## src/rtl/animation_scheduler_if.sv

```systemverilog
// Event/trigger bundle between the game logic, the scheduler and the LED animation block.
// The scheduler itself sits on the slave side.
interface animation_scheduler_if #(
  parameter int DEPTH = 4
);
  logic                     goal_in_1;
  logic                     goal_in_2;
  logic                     win_in_1;
  logic                     win_in_2;
  logic                     new_game;
  logic                     goal_player_1;
  logic                     goal_player_2;
  logic                     win_player_1;
  logic                     win_player_2;
  logic                     busy;
  logic [$clog2(DEPTH):0]   queue_count;
  logic                     overflow;
  logic                     game_over;

  modport master (
    output goal_in_1, goal_in_2, win_in_1, win_in_2, new_game,
    input  goal_player_1, goal_player_2, win_player_1, win_player_2,
           busy, queue_count, overflow, game_over
  );

  modport slave (
    input  goal_in_1, goal_in_2, win_in_1, win_in_2, new_game,
    output goal_player_1, goal_player_2, win_player_1, win_player_2,
           busy, queue_count, overflow, game_over
  );
endinterface

```

## src/rtl/animation_scheduler.sv

```systemverilog
// Queues goal/win pulses and issues one registered trigger per animation, then waits
// out that animation's play time before issuing the next one. Wins take priority.
module animation_scheduler #(
  parameter int DEPTH     = 4,
  parameter int GOAL_HOLD = 60,
  parameter int WIN_HOLD  = 72
) (
  input logic                   BALL_CLOCK,
  input logic                   reset,
  animation_scheduler_if.slave  bus
);

  localparam int PW       = $clog2(DEPTH);
  localparam int MAX_HOLD = (GOAL_HOLD > WIN_HOLD) ? GOAL_HOLD : WIN_HOLD;
  localparam int CW       = $clog2(MAX_HOLD + 1);

  localparam logic [PW:0]   CNT_ONE  = 1;
  localparam logic [PW:0]   CNT_FULL = (PW + 1)'(DEPTH);
  localparam logic [PW-1:0] PTR_ONE  = 1;
  localparam logic [CW-1:0] HOLD_ONE = 1;

  typedef enum logic [1:0] {IDLE, ISSUE_GOAL, ISSUE_WIN, HOLD} state_t;

  state_t             state_q, state_d;
  logic [CW-1:0]      cnt_q, cnt_d;
  logic [DEPTH-1:0]   mem_q, mem_d;
  logic [PW-1:0]      wr_q, wr_d, rd_q, rd_d;
  logic [PW:0]        count_q, count_d;
  logic               overflow_q, overflow_d;
  logic               game_over_q, game_over_d;
  logic               win_valid_q, win_valid_d;
  logic               win_id_q, win_id_d;
  logic [3:0]         trig_q, trig_d;

  logic               win_accept;
  logic               flush;
  logic               goal_ok;
  logic [1:0]         goals;

  assign goals      = {bus.goal_in_2, bus.goal_in_1};
  assign win_accept = (bus.win_in_1 | bus.win_in_2) & (~game_over_q | bus.new_game);
  assign flush      = win_accept | bus.new_game;
  assign goal_ok    = ~game_over_q & ~win_accept;

  always_comb begin
    state_d     = state_q;
    cnt_d       = cnt_q;
    mem_d       = mem_q;
    wr_d        = wr_q;
    rd_d        = rd_q;
    count_d     = count_q;
    overflow_d  = overflow_q;
    game_over_d = game_over_q;
    win_valid_d = win_valid_q;
    win_id_d    = win_id_q;
    trig_d      = 4'b0000;

    // A goal is not launched on a cycle that flushes the queue; the pending win follows next cycle.
    unique case (state_q)
      IDLE: begin
        if (win_valid_q) begin
          state_d = ISSUE_WIN;
          trig_d  = win_id_q ? 4'b1000 : 4'b0100;
        end else if (count_q != '0 && !flush) begin
          state_d = ISSUE_GOAL;
          trig_d  = mem_q[rd_q] ? 4'b0010 : 4'b0001;
        end
      end
      ISSUE_GOAL: begin
        cnt_d   = CW'(GOAL_HOLD - 1);
        state_d = HOLD;
      end
      ISSUE_WIN: begin
        cnt_d       = CW'(WIN_HOLD - 1);
        win_valid_d = 1'b0;
        state_d     = HOLD;
      end
      HOLD: begin
        if (cnt_q == '0) state_d = IDLE;
        else             cnt_d   = cnt_q - HOLD_ONE;
      end
      default: state_d = IDLE;
    endcase

    if (flush) begin
      count_d = '0;
      wr_d    = '0;
      rd_d    = '0;
    end else if (state_q == ISSUE_GOAL && count_q != '0) begin
      rd_d    = rd_q + PTR_ONE;
      count_d = count_q - CNT_ONE;
    end

    if (bus.new_game) begin
      overflow_d  = 1'b0;
      game_over_d = 1'b0;
      win_valid_d = 1'b0;
    end

    if (win_accept) begin
      win_valid_d = 1'b1;
      win_id_d    = ~bus.win_in_1;
      game_over_d = 1'b1;
    end

    // Player 1 is enqueued before player 2; the pop above has already freed its slot.
    for (int i = 0; i < 2; i++) begin
      if (goal_ok && goals[i]) begin
        if (count_d == CNT_FULL) begin
          overflow_d = 1'b1;
        end else begin
          mem_d[wr_d] = (i == 1);
          wr_d        = wr_d + PTR_ONE;
          count_d     = count_d + CNT_ONE;
        end
      end
    end
  end

  always_ff @(posedge BALL_CLOCK or posedge reset) begin
    if (reset) begin
      state_q     <= IDLE;
      cnt_q       <= '0;
      mem_q       <= '0;
      wr_q        <= '0;
      rd_q        <= '0;
      count_q     <= '0;
      overflow_q  <= 1'b0;
      game_over_q <= 1'b0;
      win_valid_q <= 1'b0;
      win_id_q    <= 1'b0;
      trig_q      <= 4'b0000;
    end else begin
      state_q     <= state_d;
      cnt_q       <= cnt_d;
      mem_q       <= mem_d;
      wr_q        <= wr_d;
      rd_q        <= rd_d;
      count_q     <= count_d;
      overflow_q  <= overflow_d;
      game_over_q <= game_over_d;
      win_valid_q <= win_valid_d;
      win_id_q    <= win_id_d;
      trig_q      <= trig_d;
    end
  end

  assign bus.goal_player_1 = trig_q[0];
  assign bus.goal_player_2 = trig_q[1];
  assign bus.win_player_1  = trig_q[2];
  assign bus.win_player_2  = trig_q[3];
  assign bus.busy          = (state_q == HOLD);
  assign bus.queue_count   = count_q;
  assign bus.overflow      = overflow_q;
  assign bus.game_over     = game_over_q;

endmodule

```

## src/flat_wrapper.sv

```systemverilog
// flat-port wrapper written by rule: the top's interface ports become plain ports
module animation_scheduler_flat 
#(
  parameter int DEPTH     = 4,
  parameter int GOAL_HOLD = 60,
  parameter int WIN_HOLD  = 72
)
  (BALL_CLOCK, reset, bus_goal_in_1, bus_goal_in_2, bus_win_in_1, bus_win_in_2, bus_new_game, bus_goal_player_1, bus_goal_player_2, bus_win_player_1, bus_win_player_2, bus_busy, bus_queue_count, bus_overflow, bus_game_over);
  animation_scheduler_if #(.DEPTH(DEPTH)) bus_i ();
  input logic BALL_CLOCK;
  input logic reset;
  input wire logic [$bits(bus_i.goal_in_1)-1:0] bus_goal_in_1;
  input wire logic [$bits(bus_i.goal_in_2)-1:0] bus_goal_in_2;
  input wire logic [$bits(bus_i.win_in_1)-1:0] bus_win_in_1;
  input wire logic [$bits(bus_i.win_in_2)-1:0] bus_win_in_2;
  input wire logic [$bits(bus_i.new_game)-1:0] bus_new_game;
  output wire logic [$bits(bus_i.goal_player_1)-1:0] bus_goal_player_1;
  output wire logic [$bits(bus_i.goal_player_2)-1:0] bus_goal_player_2;
  output wire logic [$bits(bus_i.win_player_1)-1:0] bus_win_player_1;
  output wire logic [$bits(bus_i.win_player_2)-1:0] bus_win_player_2;
  output wire logic [$bits(bus_i.busy)-1:0] bus_busy;
  output wire logic [$bits(bus_i.queue_count)-1:0] bus_queue_count;
  output wire logic [$bits(bus_i.overflow)-1:0] bus_overflow;
  output wire logic [$bits(bus_i.game_over)-1:0] bus_game_over;
  assign bus_i.goal_in_1 = bus_goal_in_1;
  assign bus_i.goal_in_2 = bus_goal_in_2;
  assign bus_i.win_in_1 = bus_win_in_1;
  assign bus_i.win_in_2 = bus_win_in_2;
  assign bus_i.new_game = bus_new_game;
  assign bus_goal_player_1 = bus_i.goal_player_1;
  assign bus_goal_player_2 = bus_i.goal_player_2;
  assign bus_win_player_1 = bus_i.win_player_1;
  assign bus_win_player_2 = bus_i.win_player_2;
  assign bus_busy = bus_i.busy;
  assign bus_queue_count = bus_i.queue_count;
  assign bus_overflow = bus_i.overflow;
  assign bus_game_over = bus_i.game_over;
  animation_scheduler #(.DEPTH(DEPTH), .GOAL_HOLD(GOAL_HOLD), .WIN_HOLD(WIN_HOLD)) u_core (.BALL_CLOCK(BALL_CLOCK), .reset(reset), .bus(bus_i));
endmodule
```

## config.mk

```make
export PLATFORM = sky130hd
export DESIGN_NAME = animation_scheduler_flat
export DESIGN_NICKNAME = d
export VERILOG_FILES = /design/src/rtl/animation_scheduler_if.sv /design/src/rtl/animation_scheduler.sv /design/src/flat_wrapper.sv
export SDC_FILE = /design/constraint.sdc
export NUM_CORES = 1
export LEC_CHECK = 0
export BUFFER_PORTS_ARGS = -buffer_cell sky130_fd_sc_hd__buf_4
export CORE_MARGIN = 2
export CORE_UTILIZATION = 55
export DETAILED_ROUTE_END_ITERATION = 10
export PLACE_DENSITY = 0.76
export SKIP_CTS_REPAIR_TIMING = 1
export SKIP_LAST_GASP = 1
export SLEW_MARGIN = 20
export SYNTH_ARGS = -nofsm -noshare
export SYNTH_HDL_FRONTEND = slang
export SYNTH_SLANG_ARGS = --single-unit
```

## constraint.sdc

```tcl
create_clock -name BALL_CLOCK -period 4.7 [get_ports BALL_CLOCK]
set_input_delay 0.94 -clock BALL_CLOCK [delete_from_list [all_inputs] [get_ports BALL_CLOCK]]
set_output_delay 0.94 -clock BALL_CLOCK [all_outputs]
set_load 0.02 [all_outputs]
```

==> results.toml <==
[status]
status = "completed"

[worst_setup_path]
cp_max_fo = 9
crit_family = "simple AND/OR/NAND/NOR gates"
critPathBufInv = 1
max_stage_delay_ns = 0.54
crit_chain = "inv_1 -> ha_1 -> and4b_1 -> a211o_1 -> and2_4 -> nor2_1 -> nor3_1 -> nor2_1 -> ha_1 -> nand3_1 -> mux2_1 -> o22ai_1 -> a21oi_1"
setup.worst_path.end_class = "flip-flop"
critPathSlowestCell = "dfrtp_1"
critPathRequiredTime_ns = 4.95
crit_type = "reg2reg"
start_kind = "flip-flop"
cp.arrival_ns = 3.32

[grt]
first_global_vias = 1570
grt_remaining_overflow = 0
grt_max_degree = 29
grt_antenna_before_repair = 0
grtUsageTotal = 0.216
grt_pass1_wl_mm = 6.95

[final_layout]
finish.utilization = 0.627
fin_area_sq_mm = 0.00208
diodes = 0
mostFrequentLayoutCell = "dfrtp_1"
fin_cells = 264
syn2layout_area_growth_pct = 10.0
fillers = 297
seq_area_sq_um = 701
layout_common_cells = "28 x dfrtp_1, 24 x nand2_1, 17 x nor2_1, 16 x buf_4, 13 x ha_1"
multi_input_area_sq_mm = 0.00110
fin_nets = 239
drive_gt1_frac = 0.138

[placement]
hpwlAfterDp_mm = 3.04
dp_cells = 260
routabilityCongestion = 0.896
pre_cts_slack_ns = 1.46
place_area_sq_mm = 0.00202
portBuffers = 16

[yosys]
async_reset_ff_frac = 1.00
synth_cells = 204
syn-num-nets = 224
ys.flop_type = "dfrtp_1"
synth_edf_count = 0
yosysWarningCount = 0
avgSynthCellArea_sq_um = 9.25
ys_seq_area_frac = 0.371
ys_ff_latch = 28
synthDistinctLibCells = 56
netlist_area_sq_mm = 0.00189

[timing]
period_needed_ns = 3.08
fin_crit_sh = 0.655
tns_ns = 0
fin_ws_ns = 1.62
setup_viol = 0
finalMaxSlewViolations = 0
hold_viol = 0
timing.hold.ws_ns = 0.471
fin_skew_ns = 0.00417
fmax_mhz = 325
rsz0062_at_grt = "false"
slew_headroom = 0.510
worst_pin_slew_ns = 0.733

[power_and_ir_drop]
netSwitchingPower_mw = 0.113
power_density_mw_per_mm2 = 226
power_frac_clock = 0.343
swShare = 0.242
leakagePower_nw = 0.949
p_int_mw = 0.356
ir_drop_v = 0.0000990
pwr-share-seq = 0.541
power_mw = 0.470
power_frac_comb = 0.116

[cts]
clk_latency_ns = 0.34
clock-sinks = 28
cts_tree = "yes"
cts.clk_slew.worst_paths_ns = 0.15
htree_num_levels = 1
clock_path_buffers = 2
numCtsBuffers = 3
cts_root_buf = "clkbuf_4"

[floorplanning]
start_util = 0.570
dieArea_sq_mm = 0.00392
pin_count = 17
die_h_um = 62.6
core_sq_mm = 0.00331
rows = 21
dieWidth_um = 62.6

[detailed_routing]
drc = 0
drt_wl_total_mm = 4.04
vias = 1595
antenna_left = 0
dr.pass1.iters = 4
initialDrtViolationCount = 133
wl_per_cell_um = 15.3
via_per_inst = 6.04

[hold_path]
min_path_type = "reg2reg"

[run]
max-cap-violations = 0
path summary, 6_finish.rpt:
path / slack, ns / start / endpoint / cells after the start
setup / recovery: 1.62 / u_core.bus.queue_count[0] / u_core.bus.queue_count[2] / 13
hold / removal: 0.47 / u_core.win_id_q / u_core.trig_q[2] / 1
max in group asynchronous: 3.68 / reset / u_core.trig_q[1] / 2
min in group asynchronous: 0.64 / reset / u_core.cnt_q[0] / 2
setup reg to reg: 1.62 / u_core.bus.queue_count[0] / u_core.bus.queue_count[2] / 13
hold reg to reg: 0.47 / u_core.win_id_q / u_core.trig_q[2] / 1
registers in the layout, indices dropped and copies added, names as in the netlist:
name	cells
u_core.wr_q	2
u_core.rd_q	2
u_core.win_id_q	1
u_core.mem_q	4
u_core.bus.game_over	1
u_core.trig_q	4
u_core.cnt_q	7
u_core.win_valid_q	1
u_core.state_q	2
u_core.bus.queue_count	3
u_core.bus.overflow	1
routing by layer:
metal  share of wire  global-route usage  vias up
met4           0.012              0.0639        0
li1                -                   -      775
met2            0.48               0.356       36
met1            0.47               0.300      778
met3           0.036              0.0252        6
met5               0                   0        -
synthesized netlist by cell type (all sizes together) (2+ instances only):
master	instances	area share
o22ai	2	0.0066
nand2b	3	0.0099
nor4bb	2	0.011
a31oi	2	0.0066
or3	2	0.0066
nor3	4	0.011
and3	2	0.0066
nor2	18	0.037
buf	4	0.017
inv	12	0.024
a22oi	3	0.012
a22o	4	0.019
and4b	2	0.011
o31ai	2	0.0080
nor3b	2	0.0080
nand4	2	0.0066
o211a	2	0.011
xnor2	5	0.023
o2bb2ai	3	0.014
o21a	2	0.0080
a21oi	11	0.031
o211ai	2	0.0080
ha	13	0.086
a211oi	2	0.0080
and2	2	0.0080
clkbuf	2	0.0046
nand2	24	0.048
o21ai	13	0.034
mux2	2	0.012
nand3	6	0.016
nor4b	3	0.025
xor2	2	0.0093
nand3b	3	0.012
dfrtp	28	0.37
cells by family after synthesis:
| kind of cell | Yosys count | synth area share |
|---|---|---|
| xor+xnor | 7 | 0.0325 |
| fa+ha+maj | 13 | 0.0862 |
| compound gates | 59 | 0.221 |
| buf+inv | 18 | 0.0457 |
| flops | 28 | 0.371 |
| mux | 3 | 0.0239 |
| simple gates | 76 | 0.219 |
layout make-up:
cell class                 count  share of cell area
clock inverter                 1              0.0145
inverter                      12              0.0217
tap                           46              0.0277
clock buffer                   3              0.0108
multi-input combinational    158               0.530
sequential                    28               0.338
timing repair buffer          16              0.0579
power by group through the flow:
stage	Combinational (mW)	Clock (mW)	Sequential, mW
final	0.0546	0.161	0.254
after global routing	0.0604	0.177	0.255
after CTS	0.0546	0.164	0.254
after detailed placement	0.0543	0	0.259
after global placement	0.0525	0	0.258
after floorplan	0.0410	0	0.257
No activity file was read; power rests on OpenSTA's default activity.
